==> config.mk <==
export PLATFORM = sky130hd
export DESIGN_NAME = rom_fetch_unit
export DESIGN_NICKNAME = d
export VERILOG_FILES = /design/src/rtl/rom_fetch_unit.sv
export SDC_FILE = /design/constraint.sdc
export NUM_CORES = 1
export LEC_CHECK = 0
export CORE_ASPECT_RATIO = 0.6
export CORE_MARGIN = 2
export CORE_UTILIZATION = 59
export DETAILED_ROUTE_END_ITERATION = 16
export GPL_TIMING_DRIVEN = 1
export HOLD_SLACK_MARGIN = 0.02
export PLACE_DENSITY = 0.87
export SYNTH_ARGS = -nofsm -noshare
export SYNTH_HDL_FRONTEND = slang
export SYNTH_SLANG_ARGS = --single-unit
export TNS_END_PERCENT = 50
==> constraint.sdc <==
create_clock -name CLK -period 3.1 [get_ports CLK]
set_input_delay 0.775 -clock CLK [delete_from_list [all_inputs] [get_ports CLK]]
set_output_delay 0.775 -clock CLK [all_outputs]
set_load 0.02 [all_outputs]
==> src/rtl/rom_fetch_unit.sv <==
`default_nettype none
// ============================================================================
// Module      : rom_fetch_unit
// Description : Instruction fetch for a synchronous-read program ROM with a
//               prefetch FIFO, valid/ready byte delivery and jump flushing.
// Revision    : 1.0  initial release
// ============================================================================
module rom_fetch_unit #(
  parameter int                    ADDR_WIDTH   = 8,
  parameter int                    DATA_WIDTH   = 8,
  parameter int                    FIFO_DEPTH   = 4,
  parameter logic [ADDR_WIDTH-1:0] RESET_VECTOR = '0
) (
  input  logic                             CLK,
  input  logic                             RESET,
  output logic [ADDR_WIDTH-1:0]            ROM_ADDR,
  input  logic [DATA_WIDTH-1:0]            ROM_DATA,
  input  logic                             JUMP_EN,
  input  logic [ADDR_WIDTH-1:0]            JUMP_ADDR,
  output logic                             INSTR_VALID,
  input  logic                             INSTR_READY,
  output logic [DATA_WIDTH-1:0]            INSTR_BYTE,
  output logic [ADDR_WIDTH-1:0]            INSTR_ADDR,
  output logic [$clog2(FIFO_DEPTH):0]      FIFO_LEVEL
);

  localparam int PTR_W = $clog2(FIFO_DEPTH);
  localparam int LVL_W = PTR_W + 1;
  localparam logic [LVL_W:0]   C_DEPTH_OCC  = (LVL_W+1)'(FIFO_DEPTH);
  localparam logic [LVL_W-1:0] C_DEPTH_LVL  = LVL_W'(FIFO_DEPTH);

  logic [ADDR_WIDTH-1:0] fetch_pc_q, fetch_pc_d;
  logic [ADDR_WIDTH-1:0] inflight_addr_q, inflight_addr_d;
  logic                  inflight_q, inflight_d;
  logic [PTR_W-1:0]      head_q, head_d;
  logic [PTR_W-1:0]      tail_q, tail_d;
  logic [LVL_W-1:0]      level_q, level_d;

  logic [DATA_WIDTH-1:0] data_mem_q [FIFO_DEPTH];
  logic [ADDR_WIDTH-1:0] addr_mem_q [FIFO_DEPTH];

  logic [LVL_W:0] occupancy;
  logic           issue;
  logic           push;
  logic           pop;
  logic           fifo_empty;
  logic           fifo_full;

  // Occupancy counts the outstanding ROM read so a returning byte always has a slot.
  always_comb begin
    occupancy  = {1'b0, level_q} + {{LVL_W{1'b0}}, inflight_q};
    fifo_empty = (level_q == '0);
    fifo_full  = (level_q == C_DEPTH_LVL);
    issue      = !JUMP_EN && (occupancy < C_DEPTH_OCC);
    push       = inflight_q && !JUMP_EN;
    pop        = !fifo_empty && INSTR_READY && !JUMP_EN;
  end

  always_comb begin
    fetch_pc_d      = fetch_pc_q;
    inflight_d      = 1'b0;
    inflight_addr_d = inflight_addr_q;
    head_d          = head_q;
    tail_d          = tail_q;
    level_d         = level_q;
    if (JUMP_EN) begin
      fetch_pc_d = JUMP_ADDR;
      head_d     = '0;
      tail_d     = '0;
      level_d    = '0;
    end else begin
      if (issue) begin
        inflight_d      = 1'b1;
        inflight_addr_d = fetch_pc_q;
        fetch_pc_d      = fetch_pc_q + ADDR_WIDTH'(1);
      end
      if (push) begin
        tail_d = tail_q + PTR_W'(1);
      end
      if (pop) begin
        head_d = head_q + PTR_W'(1);
      end
      case ({push, pop})
        2'b10:   level_d = level_q + LVL_W'(1);
        2'b01:   level_d = level_q - LVL_W'(1);
        default: level_d = level_q;
      endcase
    end
  end

  always_ff @(posedge CLK or posedge RESET) begin
    if (RESET) begin
      fetch_pc_q      <= RESET_VECTOR;
      inflight_q      <= 1'b0;
      inflight_addr_q <= '0;
      head_q          <= '0;
      tail_q          <= '0;
      level_q         <= '0;
    end else begin
      fetch_pc_q      <= fetch_pc_d;
      inflight_q      <= inflight_d;
      inflight_addr_q <= inflight_addr_d;
      head_q          <= head_d;
      tail_q          <= tail_d;
      level_q         <= level_d;
    end
  end

  // Storage needs no reset: the outputs are masked while the FIFO is empty.
  always_ff @(posedge CLK) begin
    if (push) begin
      data_mem_q[tail_q] <= ROM_DATA;
      addr_mem_q[tail_q] <= inflight_addr_q;
    end
  end

  assign ROM_ADDR    = fetch_pc_q;
  assign INSTR_VALID = !fifo_empty;
  assign INSTR_BYTE  = fifo_empty ? '0 : data_mem_q[head_q];
  assign INSTR_ADDR  = fifo_empty ? '0 : addr_mem_q[head_q];
  assign FIFO_LEVEL  = level_q;

  a_no_push_when_full: assert property (@(posedge CLK) disable iff (RESET) !(push && fifo_full));

endmodule
`default_nettype wire

==> Word level (Yosys, flattened, before mapping) <==
Memories as Yosys holds them, arrays and structs flattened.
Index checks and enable logic that the tools add are counted.
{ "classes": {"eq_ne": 2, "add_sub_neg": 6, "n_bitwise": 1, "n_mux": 14, "order_cmp": 1, "n_reduce_logical": 12} }
{ "op_table": {"columns": ["operator", "count"], "rows": [
  ["$mux W8", 4],
  ["$add A8 B1 Y8 const B", 1],
  ["$mux W2", 4],
  ["$pmux W3 S2", 1],
  ["$reduce_bool A2 Y1", 3],
  ["$add A2 B1 Y2 const B", 2],
  ["$add A3 B1 Y4", 1],
  ["$logic_and A1 B1 Y1", 4],
  ["$lt A4 B3 Y1 const B", 1],
  ["$mux W1", 4],
  ["$add A3 B1 Y3 const B", 1],
  ["$logic_not A3 Y1", 1],
  ["$mux W3", 1],
  ["$reduce_bool A3 Y1", 1],
  ["$sub A3 B1 Y3 const B", 1],
  ["$eq A2 B1 Y1 const B", 1],
  ["$eq A2 B2 Y1 const B", 1],
  ["$logic_not A1 Y1", 2],
  ["$reduce_and A2 Y1", 1],
  ["$not A1 Y1", 1]
]} }
{ "totals": {"mem_bits_rw": 64, "ff_bits": 24, "word_cells": 44, "memories": 2, "in_bits": 20, "out_inout_bits": 28} }
{ "memory_table": {"columns": ["name", "depth", "width", "rd", "rd_ports_with_merged_regs", "wr", "line_no", "rtl"], "rows": [
  ["addr_mem_q", 4, 8, 1, 0, 1, "40", "logic [ADDR_WIDTH-1:0] addr_mem_q [FIFO_DEPTH];"],
  ["data_mem_q", 4, 8, 1, 0, 1, "39", "logic [DATA_WIDTH-1:0] data_mem_q [FIFO_DEPTH];"]
]} }

==> Longest topological paths before layout <==
Gate-level depths: netlist of the first run.
{ "depth": {"ltp_word": 7, "mapped_depth": 7} }

==> Worst setup path after synthesis of the first run <==
No wires, ideal clock.
{ "synth_timing": {"path_type": "register -> output", "start": "reg level_q[0], in the netlist FIFO_LEVEL[0]", "end": "out INSTR_ADDR[0]", "path_buffers": 1, "path_stages_with_launch": 5, "arrival_time_ps": 1490, "slack_ps": 835, "required_time_ps": 2325, "path_cell_list": "dfrtp_1 nor3_1 inv_2 clkbuf_1 and2_1"} }
{ "synth_via": {"elab_chain_len": 2} }
{ "synth_rtl": {"columns": ["item", "line_no", "rtl"], "rows": [
  ["start, declared", "37", "logic [LVL_W-1:0] level_q, level_d;"],
  ["start signal, assigned", "105", "level_q <= level_d;"],
  ["$logic_not A3 Y1", "52", "fifo_empty = (level_q == '0);"],
  ["$mux W8", "120", "assign INSTR_ADDR = fifo_empty ? '0 : addr_mem_q[head_q];"],
  ["end, declared", "23", "output logic [ADDR_WIDTH-1:0] INSTR_ADDR,"]
]} }
Every way passes these cells.

==> Worst setup path in the final report of the first run <==
{ "layout_timing": {"start": "reg head_q[0]", "end": "out INSTR_ADDR[7]"} }
{ "layout_via": {"elab_chain_len": 2} }
{ "layout_rtl": {"columns": ["item", "line_no", "rtl"], "rows": [
  ["start, declared", "35", "logic [PTR_W-1:0] head_q, head_d;"],
  ["start signal, assigned", "96", "head_q <= '0;"],
  ["start signal, assigned", "103", "head_q <= head_d;"],
  ["$mem_v2 Z4 W8", null, null],
  ["$mux W8", "120", null]
]} }
Every way passes these cells.

==> qor.csv, run 1 <==
metric,value,unit
die_w,106,um
ir_drop,0.316,mV
ant_nets,0,
avgViaCountPerCell,5.45,
synthTopCellsByArea,"edfxtp_1, dfrtp_1, mux4_2",
status,finished clean,
num_vias,1956,
clk_pin_slew,0.08,ns
yosys.area.top_type,edfxtp_1,
hold_viol_final,0,
start_kind,register,
drt_first_pass_iters,4,
setup-violations-final,0,
post-dp-hpwl,4170,um
r2r-end,FIFO_LEVEL[2],
min_to,addr_mem_q[3][3],
syn_inst,213,
reg2regPathDepth,6,
ys_ff_latch,88,
diodes,0,
die_y,65.4,um
synth_edf_count,64,
synthToLayoutAreaGrowth,20.8,%
yosysTopAreaCellShare,51.9,%
yosys-top-cells-count,"edfxtp_1, dfrtp_1, and2_1",
final_nets,296,
worstHoldPathType,register to register,
slew-limit-headroom,40.8,%
r2r_slack,1.01,ns
hold_slack,0.546,ns
yosysWarnings,0,
drc,0,
totalPowerFinal,3.19,mW
synthArstFlopShare,27.3,%
cp.arrival,2.22,ns
dieArea,6950,sq um
synth_nets,239,
cap_violations,0,
setup-tns-final,0,ns
cts_setup_buffers,0,
skew,0.00714,ns
min_period_over_period,96.8,%
maxSlewViolCount,0,
coreArea,6080,sq um
antenna_found_initial,0,
cp-end-kind,primary output,
worstMarginPinSlew,0.887,ns
min_period,3.00,ns
numCtsBuffers,9,
port_buffers,47,
r2r-start,FIFO_LEVEL[0],
synth_top_flop_cell,edfxtp_1,
place.gp.congestion,0.820,
routed_wl,6240,um
holdPathStages,0,
fin_util,73.6,%
synth_area,3710,sq um
ys_seq_area_share,68.1,%
clk_latency,0.35,ns
cts_tree,done,
grt_max_degree,25,
grt_usage,20.1,%
yosysMostFrequentCell,edfxtp_1,
initial_utilization,60.9,%
rows,22,
hold_buffers,0,
grt_pass1_vias,1978,
synth_area_per_cell,17.4,sq um
clockRootBuffer,clkbuf_8,
final_cells,359,
synth_cell_types,35,
critical_path_required,2.32,ns
hp-start,inflight_addr_q[3],
drive_gt1_share,20.7,%
post-place-cells,343,
clock_sinks,88,
p_leak,1.60,nW
path_max_fanout,14,
grt_pass1_wl,10000,um
max_freq,333,MHz
worstSetupPathType,register to primary output,
drt_iter0_drc,125,
globalRouteOverflowTotal,0,
grt_setup_unrepaired,false,
fillers,391,
wire_per_inst,17.4,um
cts_max_path_buffers,2,
powerDensity,712,nW/um^2
cts_max_level,3,
io_pins,48,
==> timing repair <==
action	in CTS	in global routing
pin swaps	0	0
hold endpoints to repair	0	0
endpoints found under the setup margin	2	1
cloned	0	0
resized for setup	1	1
==> where the power goes <==
group          internal [mW]  switching, mW
sequential              1.43          0.156
combinational          0.493          0.415
clock                  0.297          0.395
total                   2.22          0.966
==> sequential cells by signal, indices dropped and copies added (netlist names) <==
| name | cells |
|---|---|
| addr_mem_q | 32 |
| inflight_addr_q | 8 |
| data_mem_q | 32 |
| FIFO_LEVEL | 3 |
| ROM_ADDR | 8 |
| tail_q | 2 |
| inflight_q | 1 |
| head_q | 2 |
==> cells in the final DEF (no fill, tap or decap), types with 6 or more instances in the layout <==
master,n
and2_1,20
clkbuf_8,9
xor2_1,7
o21ai_1,7
xnor2_1,6
mux4_2,16
clkdlybuf4s50_1,47
nand2_1,9
buf_4,8
mux2_4,8
dfrtp_1,23
edfxtp_1,64
==> cell type report <==
type / instances / area, sq um / area share [%]
clock buffer: 9 / 124 / 2.77
timing repair buffer: 56 / 551 / 12.3
clock inverter: 7 / 55.1 / 1.23
sequential: 88 / 2520 / 56.4
inverter: 4 / 15.0 / 0.335
tap: 84 / 105 / 2.35
multi-input combinational: 111 / 1100 / 24.6
==> critical path, cell delays in order, from the launching register on <==
cell and delay [ns]:
dfrtp_2 0.45, buf_12 0.19, mux4_2 0.53, and2_1 0.18, clkdlybuf4s50_1 0.53
==> per-layer routing <==
| layer | GRT usage, % | share of wire, % | vias to the layer above | routed length (um) |
|---|---|---|---|---|
| li1 | - | - | 912 | - |
| met1 | 29.3 | 48 | 962 | 3020 |
| met2 | 30.0 | 44 | 75 | 2750 |
| met3 | 6.25 | 6.5 | 7 | 406 |
| met4 | 5.43 | 0.93 | 0 | 58 |
| met5 | 0 | 0 | - | 0 |
==> logic make-up after synthesis <==
kind of cell,synth area share (%)
AO/OA/AOI/OAI,2.46
buffers and inverters,2.33
adder cells (fa/ha/maj),2.23
XOR/XNOR,3.07
AND/OR/NAND/NOR,8.04
flip-flops,68.1
multiplexers,13.8
==> through the flow <==
stage | instance area [sq um] | setup WS, ns
after floorplan | 3710 | 0.835
after CTS | 4470 | 0.0625
after detailed placement | 4290 | 0.378
after global placement | 4290 | 0.408
final | 4480 | 0.100
after global routing | 4480 | 0.00851
==> worst max path at each step <==
stage                        from  cells past startpoint            end  slack [ns]
floorplan           FIFO_LEVEL[0]                      4  INSTR_ADDR[0]        0.84
global placement        head_q[0]                      4  INSTR_ADDR[7]        0.41
detailed placement      head_q[0]                      4  INSTR_ADDR[7]        0.38
CTS                     head_q[0]                      4  INSTR_ADDR[7]        0.06
global route            head_q[0]                      4  INSTR_ADDR[5]       0.009
finish                  head_q[0]                      4  INSTR_ADDR[7]        0.10
Note: power is estimated with default switching activity, not from simulation.
==> run 2: changes to the inputs <==
- CORE_MARGIN: 2 -> not set
==> qor.csv, run 2 (synthesis gave the netlist of run 1 again) <==
metric,value,unit
start_kind,register,
final_common_cell,edfxtp_1,
port_buffers,47,
worstMarginPinSlew,0.472,ns
diodes,0,
setup-violations-final,0,
io_pins,48,
clk_pin_slew,0.08,ns
post_cts_resize_count,0,
critical_path_required,2.32,ns
place_area,4280,sq um
rows,21,
drt_iter0_drc,123,
setup-tns-final,0,ns
setup_ws,0.133,ns
p_leak,1.60,nW
slew-limit-headroom,68.4,%
worstHoldPathType,register to register,
initial_utilization,63.8,%
grt_usage,21.8,%
critical_path.cell_chain,"buf_6, mux4_2, and2_1, clkdlybuf4s50_1",
maxSlewViolCount,0,
min_period_over_period,95.7,%
final_cells,356,
path_max_fanout,14,
fin_util,76.9,%
mostFrequentLayoutCells,"edfxtp_1, clkdlybuf4s50_1, dfrtp_1",
final_nets,297,
cap_violations,0,
crit_slowest_cell,clkdlybuf4s50_1,
globalRouteOverflowTotal,0,
cp-end-kind,primary output,
cts_tree,done,
post-place-cells,340,
dp_slack,0.441,ns
grt_setup_unrepaired,false,
drive_gt1_share,19.9,%
skew,0.00928,ns
cts_max_path_buffers,2,
die_y,63.4,um
drc,0,
totalPowerFinal,3.19,mW
wire_per_inst,17.9,um
grt_max_degree,25,
powerDensity,715,nW/um^2
worstSetupPathType,register to primary output,
ant_nets,0,
antenna_found_initial,0,
largest_registers,"addr_mem_q x32, data_mem_q x32",
dieArea,6610,sq um
hold_viol_final,0,
status,finished clean,
clock_sinks,88,
post-dp-hpwl,4170,um
hold_slack,0.532,ns
place.gp.congestion,0.711,
cts_max_level,3,
max_freq,337,MHz
routed_wl,6370,um
cp_slowest_stage_delay,0.54,ns
avgViaCountPerCell,5.62,
cp.arrival,2.19,ns
clk_latency,0.35,ns
die_w,104,um
synthToLayoutAreaGrowth,20.4,%
num_vias,1999,
clockRootBuffer,clkbuf_8,
min_period,2.97,ns
cts_setup_buffers,0,
grt_pass1_wl,10400,um
coreArea,5810,sq um
grt_pass1_vias,2025,
numCtsBuffers,9,
final_cell_area,4460,sq um
hold_buffers,0,
drt_first_pass_iters,4,
ir_drop,0.427,mV
run 2: area by class of cell:
| cell class | instances | area (sq um) |
|---|---|---|
| Sequential cell | 88 | 2520 |
| Timing Repair Buffer | 57 | 549 |
| Fill cell | 361 | 1340 |
| Clock buffer | 11 | 141 |
| Tap cell | 80 | 100 |
| Multi-Input combinational cell | 111 | 1100 |
| Inverter | 4 | 15.0 |
| Clock inverter | 5 | 32.5 |
run 2: path summary, 6_finish.rpt:
path,cells past startpoint,slack [ns],end,start
worst max-delay path,4,0.13,INSTR_ADDR[0],head_q[0]
worst min-delay path,0,0.53,addr_mem_q[2][4],inflight_addr_q[4]
worst max register to register,6,1.10,FIFO_LEVEL[2],FIFO_LEVEL[1]
worst min register to register,0,0.53,addr_mem_q[2][4],inflight_addr_q[4]
max in group asynchronous,3,2.08,ROM_ADDR[1],RESET
min in group asynchronous,3,0.78,ROM_ADDR[6],RESET
run 2: worst max-delay path, delay by kind of cell, from the launching register on:
family | cells | cell delay, ns
buffers and inverters | 2 | 0.77
muxes | 1 | 0.53
DFF | 1 | 0.36
and+or+nand+nor | 1 | 0.18
run 2: routing by layer:
metal  GRT usage (%)  vias up  wire, um
li1                -      913         -
met1            29.4     1012      2890
met2            34.4       66      2990
met3            7.97        8       432
met4            5.18        0        48
met5               0        -         0
run 2: power by group:
part           switching (mW)  internal [mW]  total (mW)
Sequential              0.139           1.43        1.57
Combinational           0.435          0.490       0.926
Clock                   0.383          0.310       0.693
==> run 3: changes to the inputs <==
- CAP_MARGIN: not set -> 20
==> results of run 3 <==
The final DEF is identical to that of run 2; final timing and power are the same.
